`config.mk`:
```
export PLATFORM = sky130hd
export DESIGN_NAME = pc_npc_ctrl
export DESIGN_NICKNAME = d
export VERILOG_FILES = /design/src/rtl/pc_npc_ctrl_pkg.sv /design/src/rtl/pc_npc_ctrl_pc_pair.sv /design/src/rtl/pc_npc_ctrl.sv
export SDC_FILE = /design/constraint.sdc
export NUM_CORES = 1
export LEC_CHECK = 0
export ABC_AREA = 1
export CORE_ASPECT_RATIO = 0.5
export CORE_MARGIN = 4
export CORE_UTILIZATION = 49
export CTS_CLUSTER_SIZE = 30
export DETAILED_ROUTE_END_ITERATION = 16
export PLACE_DENSITY = 0.81
export RECOVER_POWER = 25
export SYNTH_ARGS = -nofsm -noshare
export SYNTH_HDL_FRONTEND = slang
export SYNTH_SLANG_ARGS = --single-unit
```
`constraint.sdc`:
```
create_clock -name clk -period 3.2 [get_ports clk]
set_input_delay 0.96 -clock clk [delete_from_list [all_inputs] [get_ports clk]]
set_output_delay 0.96 -clock clk [all_outputs]
set_load 0.02 [all_outputs]
```
`src/rtl/pc_npc_ctrl_pkg.sv`:
```
// Shared definitions for the fetch-side PC/nPC unit and its neighbours in decode
// and the condition handler.
package pc_npc_ctrl_pkg;

    localparam int unsigned PC_W         = 32;
    localparam logic [31:0] RESET_PC_DEF = 32'h0000_0000;
    localparam int unsigned INC_DEF      = 4;

    // Condition field value meaning "branch always"
    localparam logic [3:0]  COND_ALWAYS  = 4'b1000;

    typedef enum logic {
        ST_RUN     = 1'b0,
        ST_HOLD_SQ = 1'b1
    } pc_state_e;

    function automatic logic is_cond_always(input logic [3:0] cond);
        return cond == COND_ALWAYS;
    endfunction

endpackage

```
`src/rtl/pc_npc_ctrl_pc_pair.sv`:
```
// PC/nPC register pair: advances on adv, loading a trap vector, a branch
// target or the sequential successor.
module pc_pair_reg
    import pc_npc_ctrl_pkg::*;
#(
    parameter int unsigned  W        = PC_W,
    parameter logic [W-1:0] RESET_PC = W'(RESET_PC_DEF),
    parameter int unsigned  INC      = INC_DEF
) (
    input  logic         clk,
    input  logic         reset,
    input  logic         adv,
    input  logic         load_vec,
    input  logic [W-1:0] vec,
    input  logic         load_tgt,
    input  logic [W-1:0] tgt,
    output logic [W-1:0] pc,
    output logic [W-1:0] npc
);

    localparam logic [W-1:0] INC_W = W'(INC);

    logic [W-1:0] pc_q, pc_d;
    logic [W-1:0] npc_q, npc_d;

    always_comb begin
        pc_d  = pc_q;
        npc_d = npc_q;
        if (adv) begin
            if (load_vec) begin
                pc_d  = vec;
                npc_d = vec + INC_W;
            end else begin
                pc_d  = npc_q;
                npc_d = load_tgt ? tgt : npc_q + INC_W;
            end
        end
    end

    always_ff @(posedge clk) begin
        if (reset) begin
            pc_q  <= RESET_PC;
            npc_q <= RESET_PC + INC_W;
        end else begin
            pc_q  <= pc_d;
            npc_q <= npc_d;
        end
    end

    assign pc  = pc_q;
    assign npc = npc_q;

endmodule

```
`src/rtl/pc_npc_ctrl.sv`:
```
// Delayed-branch PC/nPC controller: branch/jump redirect, delay-slot annul
// squash, trap redirect, and squash/trap pending across pipeline stalls.
module pc_npc_ctrl
    import pc_npc_ctrl_pkg::*;
#(
    parameter int unsigned  W        = PC_W,
    parameter logic [W-1:0] RESET_PC = W'(RESET_PC_DEF),
    parameter int unsigned  INC      = INC_DEF
) (
    input  logic         clk,
    input  logic         reset,
    input  logic         le,
    input  logic         id_valid,
    input  logic         id_is_branch,
    input  logic         id_is_jump,
    input  logic         id_annul,
    input  logic         id_cond_always,
    input  logic         br_taken,
    input  logic [W-1:0] br_target,
    input  logic [W-1:0] jmp_target,
    input  logic         trap_req,
    input  logic [W-1:0] trap_vector,
    output logic [W-1:0] pc,
    output logic [W-1:0] npc,
    output logic         squash_if,
    output logic         squash_id,
    output logic         redirect
);

    logic         take;
    logic         annul_ds;
    logic [W-1:0] target;

    pc_state_e    state_q, state_d;
    logic         annul_pend_q, annul_pend_d;
    logic         trap_pend_q, trap_pend_d;
    logic [W-1:0] trap_vec_q, trap_vec_d;

    logic         do_trap;
    logic         do_take;
    logic         sq_if;
    logic         sq_id;
    logic [W-1:0] trap_addr;

    always_comb begin
        take     = id_valid & ((id_is_branch & br_taken) | id_is_jump);
        annul_ds = id_valid & id_is_branch & ~id_is_jump & id_annul
                   & (~br_taken | id_cond_always);
        target   = id_is_jump ? jmp_target : br_target;
    end

    always_comb begin
        state_d      = state_q;
        annul_pend_d = annul_pend_q;
        trap_pend_d  = trap_pend_q;
        trap_vec_d   = trap_vec_q;
        do_trap      = 1'b0;
        do_take      = 1'b0;
        sq_if        = 1'b0;
        sq_id        = 1'b0;
        trap_addr    = trap_vector;

        if (le) begin
            state_d      = ST_RUN;
            annul_pend_d = 1'b0;
            trap_pend_d  = 1'b0;
            if (trap_req) begin
                do_trap = 1'b1;
            end else if (state_q == ST_HOLD_SQ) begin
                // Resuming from a stall: only the latched event acts, live ID is ignored
                if (trap_pend_q) begin
                    do_trap   = 1'b1;
                    trap_addr = trap_vec_q;
                end else begin
                    sq_if = annul_pend_q;
                end
            end else begin
                do_take = take;
                sq_if   = annul_ds;
            end
            if (do_trap) begin
                sq_if = 1'b1;
                sq_id = 1'b1;
            end
        end else begin
            if (trap_req) begin
                state_d      = ST_HOLD_SQ;
                trap_pend_d  = 1'b1;
                trap_vec_d   = trap_vector;
                annul_pend_d = 1'b0;
            end else if (annul_ds && !trap_pend_q) begin
                state_d      = ST_HOLD_SQ;
                annul_pend_d = 1'b1;
            end
        end
    end

    always_ff @(posedge clk) begin
        if (reset) begin
            state_q      <= ST_RUN;
            annul_pend_q <= 1'b0;
            trap_pend_q  <= 1'b0;
            trap_vec_q   <= '0;
        end else begin
            state_q      <= state_d;
            annul_pend_q <= annul_pend_d;
            trap_pend_q  <= trap_pend_d;
            trap_vec_q   <= trap_vec_d;
        end
    end

    always_comb begin
        squash_if = sq_if & ~reset;
        squash_id = sq_id & ~reset;
        redirect  = (do_trap | do_take) & ~reset;
    end

    pc_pair_reg #(
        .W        (W),
        .RESET_PC (RESET_PC),
        .INC      (INC)
    ) u_pc_pair (
        .clk      (clk),
        .reset    (reset),
        .adv      (le),
        .load_vec (do_trap),
        .vec      (trap_addr),
        .load_tgt (do_take),
        .tgt      (target),
        .pc       (pc),
        .npc      (npc)
    );

endmodule

```
Word level (Yosys, flattened, before mapping)
Index checks and enable logic that the tools add are counted.

Bits in writable memories: 0. Memories: 0. Input port bits: 106. Latch bits: 0. Register bits after elaboration: 99. Output and inout bits: 67. ROM bits: 0.

Divide/modulo/power cells: 0. Mux-type cells: 25. Eq/ne operators: 0. Add/subtract/negate cells: 2. Bitwise operators: 16. Multiply operators: 0. Shift-type cells: 0. Reductions and logical operators: 6. $lt $le $gt $ge: 0.

Operator list (number): $mux 32 (8); $add 32x3->32 const B (2); $mux 1 (17); $and 1x1->1 (9); $not 1->1 (4); $or 1x1->1 (3); $reduce_or 3->1 (1); $reduce_and 2->1 (1); $reduce_bool 2->1 (1); $reduce_or 2->1 (1); $logic_and 1x1->1 (1); $logic_not 1->1 (1).

Longest topological paths before layout
Gate-level depths: netlist of run 1.

Depth after elaboration: 9. Mapped depth: 18.

Cells and area by module
From an unflattened synthesis of run 1, not the netlist that was laid out.

Cells, all modules: 1212. Area, all modules: 7264.5 um^2.

By module, submodules not included: pc_pair_reg (area each 4966.0 um^2, instances 1, cells each 861, seq. area each 1281.2 um^2); pc_npc_ctrl (area each 2298.5 um^2, instances 1, cells each 351, seq. area each 700.7 um^2).

Least setup slack after synthesis of run 1
No wires, ideal clock.

Kind: input port to output port. From: input port id_is_jump. To: output port squash_if. Data arrival time: 2.310 ns. Path buffers: 2. Cell stages on the path: 7. Path slack: -0.070 ns. Cells stage by stage: clkbuf_1 inv_1 clkbuf_1 nand4_1 nor2_1 nand2_1 a311oi_1.

Cells in the longest elaborated chain, start to end: 9.

Ends and longest elaborated chain: start, declared (line pc_npc_ctrl.sv:15) `input logic id_is_jump,`; $not 1->1 (line pc_npc_ctrl.sv:47) `annul_ds = id_valid & id_is_branch & ~id_is_jump & id_annul`; $and 1x1->1 (2 in a row) (line pc_npc_ctrl.sv:47); $and 1x1->1 (line pc_npc_ctrl.sv:48) `& (~br_taken | id_cond_always);`; $mux 1 (line pc_npc_ctrl.sv:69) `end else if (state_q == ST_HOLD_SQ) begin`; $mux 1 (line pc_npc_ctrl.sv:67) `if (trap_req) begin`; $mux 1 (line pc_npc_ctrl.sv:81) `if (do_trap) begin`; $mux 1 (line pc_npc_ctrl.sv:63) `if (le) begin`; $and 1x1->1 (line pc_npc_ctrl.sv:113) `squash_if = sq_if & ~reset;`; end, declared (line pc_npc_ctrl.sv:25) `output logic squash_if,`.

No other way between the ends.

Worst setup path in the final report of run 1
From: input port br_taken. To: output port squash_if.

Cells in the longest elaborated chain, start to end: 8.

Ends and longest elaborated chain: start, declared (line pc_npc_ctrl.sv:18) `input logic br_taken,`; $not 1->1 (line pc_npc_ctrl.sv:48); $or 1x1->1 (line pc_npc_ctrl.sv:48); $and 1x1->1 (line pc_npc_ctrl.sv:48); $mux 1 (line pc_npc_ctrl.sv:69); $mux 1 (line pc_npc_ctrl.sv:67); $mux 1 (line pc_npc_ctrl.sv:81); $mux 1 (line pc_npc_ctrl.sv:63); $and 1x1->1 (line pc_npc_ctrl.sv:113).

No other way between the ends.

==> results of run 1 <==
-- sequential cells by signal (all words and copies together), names as in the netlist --
signal         cells
trap_pend_q        1
u_pc_pair.pc      32
u_pc_pair.npc     32
annul_pend_q       1
state_q            1
trap_vec_q        32
-- kinds of logic (layout without fill, tap and decap cells) --
group | after synthesis | count (layout) | share of synthesized area
multiplexers | 3 | 3 | 0.00467
AO/OA/AOI/OAI | 191 | 191 | 0.178
XOR/XNOR | 23 | 23 | 0.0313
flip-flops | 99 | 99 | 0.308
buffers and inverters | 144 | 393 | 0.0902
adder cells (fa/ha/maj) | 2 | 2 | 0.00389
AND/OR/NAND/NOR | 581 | 582 | 0.384
-- metrics by stage --
| stage | hold slack, ps | setup TNS, ps |
|---|---|---|
| 6_report | 477 | 0 |
| 5_1_grt | 493 | 0 |
| 4_1_cts | 466 | -17.0 |
| 3_5_place_dp | 449 | -7590 |
| 3_3_place_gp | 441 | -5660 |
| 2_1_floorplan | 428 | 0 |
-- placed cells by master (no fill, tap or decap), types with 10 or more instances in the layout --
master           instances
clkdlybuf4s50_1        162
o21ai_0                 89
nor3_1                  14
nand2_2                 16
nand4_1                 10
a22oi_1                 13
nor2_2                  14
inv_1                   87
dfxtp_1                 99
nand2_1                314
nor2_1                 133
buf_4                  102
o211ai_1                11
nand3_1                 50
xor2_1                  18
a21oi_1                 24
a31oi_1                 21
-- area by class of cell --
cell class | instances | area (µm²)
clock buffer | 9 | 225
inverter | 95 | 357
clock inverter | 7 | 90.1
fill | 990 | 3330
tap | 170 | 213
sequential | 99 | 1980
multi-input combinational | 801 | 3970
timing repair buffer | 282 | 2600
-- where the power goes --
group | internal (W) | total (W) | switching, W
logic | 0.000381 | 0.000827 | 0.000446
registers | 0.00131 | 0.00139 | 0.0000828
clock network | 0.000631 | 0.00119 | 0.000554
-- worst min-delay path by stage --
stage	start	endpoint
after floorplan	annul_pend_q	annul_pend_q
after global placement	annul_pend_q	annul_pend_q
after detailed placement	annul_pend_q	annul_pend_q
after CTS	annul_pend_q	annul_pend_q
after global routing	annul_pend_q	annul_pend_q
final	u_pc_pair.pc[2]	u_pc_pair.pc[2]
-- repair_timing --
action | 4_1_cts | 5_1_grt
endpoints found under the setup margin | 3 | 22
resized for setup | 17 | 29
hold endpoints to repair | 0 | 0
pin swaps | 0 | 9
setup buffers | 0 | 8
gates cloned | 0 | 1
-- worst max-delay path, cell delays in order --
cell	delay (ps)
clkdlybuf4s50_1	430
inv_1	60
nor2_1	40
nor2_2	100
nand2_1	70
a311oi_2	260
buf_4	190
-- per-layer routing --
| metal | track usage | part of all wire | up-vias | wire (µm) |
|---|---|---|---|---|
| li1 | - | - | 3898 | - |
| met1 | 0.475 | 0.43 | 3817 | 11800 |
| met2 | 0.520 | 0.42 | 484 | 11500 |
| met3 | 0.129 | 0.14 | 40 | 3760 |
| met4 | 0.0500 | 0.012 | 0 | 329 |
| met5 | 0 | 0 | - | 0 |
==> metrics.md, run 1 <==
| Metric | Value |
|---|---|
| Pre-antenna DRT Iters | `5` |
| H-tree depth | `3` |
| Via count | `8,239` |
| Final setup fails | `0` |
| PwrDens | `361 nW/µm²` |
| Post-route cell area | `9440 µm²` |
| CP startpoint | `br_taken` |
| Clk slew on worst S/H paths | `70 ps` |
| Leak | `4.14 nW` |
| Final nets | `1,396` |
| Largest net degree at the start of global routing | `52` |
| Largest cells by area after synthesis | `dfxtp_1 (31%), nand2_1 (18%), nor2_1 (8.4%)` |
| Drt wl/cell | `18.7 µm` |
| Post-placement cell area | `roughly 9000 µm²` |
| Worst VDD drop | `between 200 and 300 µV` |
| Clock Latency Late Sink | `360 ps` |
| Share of cells above drive strength 1 | `0.151` |
| Area delta synth->final | `46.7%` |
| Main synth FF type | `dfxtp_1` |
| Worst slew pin tran | `between 700 and 800 ps` |
| Synth top cells by count | `nand2_1 (316), nor2_1 (144), dfxtp_1 (99), o21ai_0 (90), inv_1 (88)` |
| Residual DRC | `0` |
| GPL Wtd Cong | `0.998` |
| Critical Path Sink | `squash_if` |
| Root buffer cell | `clkbuf_16` |
| Sink Count | `99` |
| Unique cell type count in the Yosys netlist | `44` |
| Crit path time final | `slightly above 3000 ps` |
| Critical Path AT | `2130 ps` |
| I/O pins | `173` |
| First-pass GRT wire length | `40.0 mm` |
| Period utilization | `0.965` |
| CTS hold repair buffers | `0` |
| Detailed Route WL | `27.4 mm` |
| Ys async rst share | `0` |
| Top cell type's share of synthesized area | `0.308` |
| Core ar. | `12,800 µm²` |
| Fin. max-slew vios | `0` |
| Mapped Avg Cell Area | `6.17 µm²` |
| Final Non-Filler Cells | `1,463` |
| Die Span X | `around 170 µm` |
| Crit path launch type | `input pin` |
| CP endpoint kind | `output pin` |
| Clock Tree Buf Depth | `2` |
| DR vias/cell | `5.63` |
| Reg2Reg Setup Slack | `890 ps` |
| Final Hold Viols | `0` |
| Fmax | `between 0.3 and 0.4 GHz` |
| Register area share after synthesis | `0.308` |
| Normalized max-slew margin | `0.529` |
| Post-synthesis cell count | `1,043` |
| Total die area | `15,100 µm²` |
| Setup slack after layout | `112 ps` |
| Syn Nets | `1,151` |
| CTS tree | `yes` |
| Detail Placement HPWL | `20.9 mm` |
| Critical R2R Capture | `u_pc_pair.npc[27]` |
| 1st-iter DRT viols | `935` |
| Placed Cells | `1,438` |
| Post-synth top area cell | `dfxtp_1` |
| Hold path depth | `1` |
| RSZ-0062 raised after global routing | `no` |
| Num rows | `29` |
| Total gr overflow | `0` |
| CTS buffer count | `9` |
| Starting Density | `0.504` |
| Initial antenna violation count | `0` |
| Total power | `0.00340 W` |
| Die Y | `slightly below 90 µm` |
| Most frequent cell after synthesis | `nand2_1` |
| Antenna Diode Count | `0` |
| Ys Warns | `0` |
| Max Clock Skew | `about 15 ps` |
| Port Buffer Count | `~170` |
| Run status | `finished, final reports clean` |
| Vias in the first global route | `between 7,000 and 8,000` |
| Total GRT Usage | `0.342` |
| CP max FO | `2` |
| Min-Delay Path Class | `flop to flop` |
| Number of enable flip-flop cells after synthesis | `0` |
| Number of max-cap violations | `0` |
| Synthesized flop and latch total | `about 100` |
| Pre-CTS setup slack | `-592 ps` |
| R2R Path Start | `state_q` |
| Syn Std Cell Area | `6430 µm²` |
| Final core occ | `0.739` |
| Setup Crit Path Kind | `input pin to output pin` |
| Post-route ant nets | `0` |
| Reg2Reg Depth | `15` |
| WP data required | `between 2000 and 2500 ps` |
Power figures use the tool's default switching activity.
==> run 2, diff against run 1 <==
CTS_CLUSTER_DIAMETER = 120   (was default)
REMOVE_ABC_BUFFERS = 1   (was default)
==> run 2 against run 1 <==
Against the previous run:
- utilization shrank 1.1 points
- register-to-register slack worse by 50 ps
- first-iteration DRC count down 5.8%
- via count is 2.3% lower
- critical endpoint unchanged
- highest routed layer is now met5
==> metrics.md, run 2 (same netlist as run 1, synthesis figures left out) <==
| Metric | Value |
|---|---|
| Most frequent cells in the layout | `nand2_1 (309), clkdlybuf4s50_1 (157), nor2_1 (139)` |
| Clk slew on worst S/H paths | `70 ps (about the same)` |
| Core ar. | `12,800 µm² (unchanged)` |
| Setup TNS | `0 ps (unchanged)` |
| PwrDens | `352 nW/µm² (-2.3%)` |
| CTS hold repair buffers | `0 (unchanged)` |
| Placed Cells | `1,442 (+0.28%)` |
| Final Hold Viols | `0 (unchanged)` |
| Antenna Diode Count | `0 (unchanged)` |
| Total gr overflow | `0 (unchanged)` |
| Pre-antenna DRT Iters | `5 (unchanged)` |
| Normalized max-slew margin | `0.462 (-0.0666)` |
| Crit path launch type | `input pin` |
| Final Non-Filler Cells | `1,460 (-0.21%)` |
| Final nets | `1,393 (-0.21%)` |
| Setup Crit Path Kind | `input pin to output pin` |
| CTS tree | `yes` |
| CP max FO | `2 (unchanged)` |
| H-tree depth | `3 (unchanged)` |
| Commonest non-fill, non-tap cell in the layout | `nand2_1` |
| 1st-iter DRT viols | `881 (-5.8%)` |
| Clock Latency Late Sink | `350 ps (about the same)` |
| Detail Placement HPWL | `20.1 mm (-4.0%)` |
| Post-route ant nets | `0 (unchanged)` |
| Clock Tree Buf Depth | `2 (unchanged)` |
| WP data required | `2240 ps (about the same)` |
| Post-route cell area | `9300 µm² (-1.5%)` |
| DR vias/cell | `5.51 (-2.1%)` |
| Pre-CTS setup slack | `-568 ps (+24.0 ps)` |
| Residual DRC | `0 (unchanged)` |
| Run status | `finished, final reports clean` |
| Total die area | `15,100 µm² (unchanged)` |
| Num rows | `29 (unchanged)` |
| Max Clock Skew | `13.0 ps (-2.10 ps)` |
| Port Buffer Count | `172 (unchanged)` |
| Number of max-cap violations | `0 (unchanged)` |
| Worst slew pin tran | `806 ps (+99.9 ps)` |
| Via count | `8,048 (-2.3%)` |
| Total GRT Usage | `0.335 (-0.00635)` |
| CP endpoint kind | `output pin` |
| Root buffer cell | `clkbuf_16` |
| Detailed Route WL | `25.9 mm (-5.7%)` |
| Area delta synth->final | `44.6%` |
| Period utilization | `0.984 (+0.0190)` |
| Fmax | `0.318 GHz (-1.9%)` |
| Post-placement cell area | `8970 µm² (-0.15%)` |
| GPL Wtd Cong | `0.963 (-3.5%)` |
| First-pass GRT wire length | `39.6 mm (-1.1%)` |
| Starting Density | `0.504 (unchanged)` |
| Crit path time final | `3150 ps (+60.7 ps)` |
| Drt wl/cell | `17.7 µm (-5.5%)` |
| Initial antenna violation count | `1 (+1)` |
| Die Span X | `170 µm (unchanged)` |
| Largest net degree at the start of global routing | `35 (-33%)` |
| Final setup fails | `0 (unchanged)` |
| CTS buffer count | `9 (unchanged)` |
| Vias in the first global route | `7,272 (-0.98%)` |
| Setup slack after layout | `51.5 ps (-60.7 ps)` |
| Leak | `4.06 nW (-2.0%)` |
| Fin. max-slew vios | `0 (unchanged)` |
| Die Y | `89.0 µm (unchanged)` |
| Share of cells above drive strength 1 | `0.147 (-0.00430)` |
| Min-Delay Path Class | `flop to flop` |
| Critical Path AT | `2190 ps (+60 ps)` |
| Worst VDD drop | `278 µV (+6.6%)` |
| Sink Count | `99 (unchanged)` |
| I/O pins | `173 (unchanged)` |
==> run 2: cell count changes in the layout (fill, tap and decap cells not counted), sizes merged <==
| cell | change |
|---|---|
| nor2 | -1 |
| buf | -3 |
| inv | -2 |
| clkinvlp | +2 |
| dlygate4sd3 | +8 |
| clkdlybuf4s50 | -5 |
| clkinv | +1 |
| bufinv | -1 |
| dlymetal6s2s | -5 |
| dlygate4sd2 | +2 |
| clkbuf | +1 |
==> run 2: worst paths after layout <==
kind | from | endpoint | slack, ps | depth (start not counted)
worst max-delay path | id_valid | squash_if | 50 | 6
worst max register to register | u_pc_pair.npc[3] | u_pc_pair.npc[16] | 840 | 10
worst min register to register | u_pc_pair.pc[17] | u_pc_pair.pc[17] | 470 | 2
worst min-delay path | u_pc_pair.pc[17] | u_pc_pair.pc[17] | 470 | 2
==> run 2: critical path, stage by stage <==
cell	delay, ps
clkdlybuf4s50_1	480
nand4_1	90
nor2_1	130
nand2_1	100
a311oi_2	240
buf_4	190
==> run 2: routing by layer <==
metal  vias to the layer above  part of all wire  global-route usage
met5                         -           0.00066                   0
met4                         2             0.011              0.0565
met3                        29              0.12              0.0844
met2                       443              0.42               0.510
met1                      3691              0.45               0.489
li1                       3883                 -                   -
==> run 2: stage by stage <==
| stage | total power, W | util | hold WS [ps] |
|---|---|---|---|
| floorplan | 0.00173 | - | 428 |
| global placement | 0.00219 | 0.702 | 443 |
| detailed placement | 0.00220 | 0.702 | 450 |
| CTS | 0.00326 | 0.724 | 472 |
| global route | 0.00339 | 0.728 | 502 |
| finish | 0.00328 | 0.728 | 471 |
==> run 2: final cells by class <==
type	count	area, µm²
clock inverters	7	61.3
clock buffers	9	225
inverters	95	357
fillers	1090	3470
flip-flops and latches	99	1980
multi-input cells	800	3930
well taps	170	213
repair buffers	280	2530
==> run 2: repair_timing <==
action / 4_1_cts / 5_1_grt
buffers inserted: 0 / 2
pin swaps: 0 / 5
gates resized for setup: 20 / 16
setup endpoints to repair: 4 / 15
gates cloned: 0 / 0
==> run 2: power by group <==
part,switching [W],internal [W]
clock,0.000541,0.000543
combinational,0.000433,0.000376
sequential,0.0000761,0.00131
==> run 3, diff against run 2 <==
SLEW_MARGIN = 5   (was default)
==> results of run 3 <==
No change in the layout: final DEF, timing and power equal those of run 2.
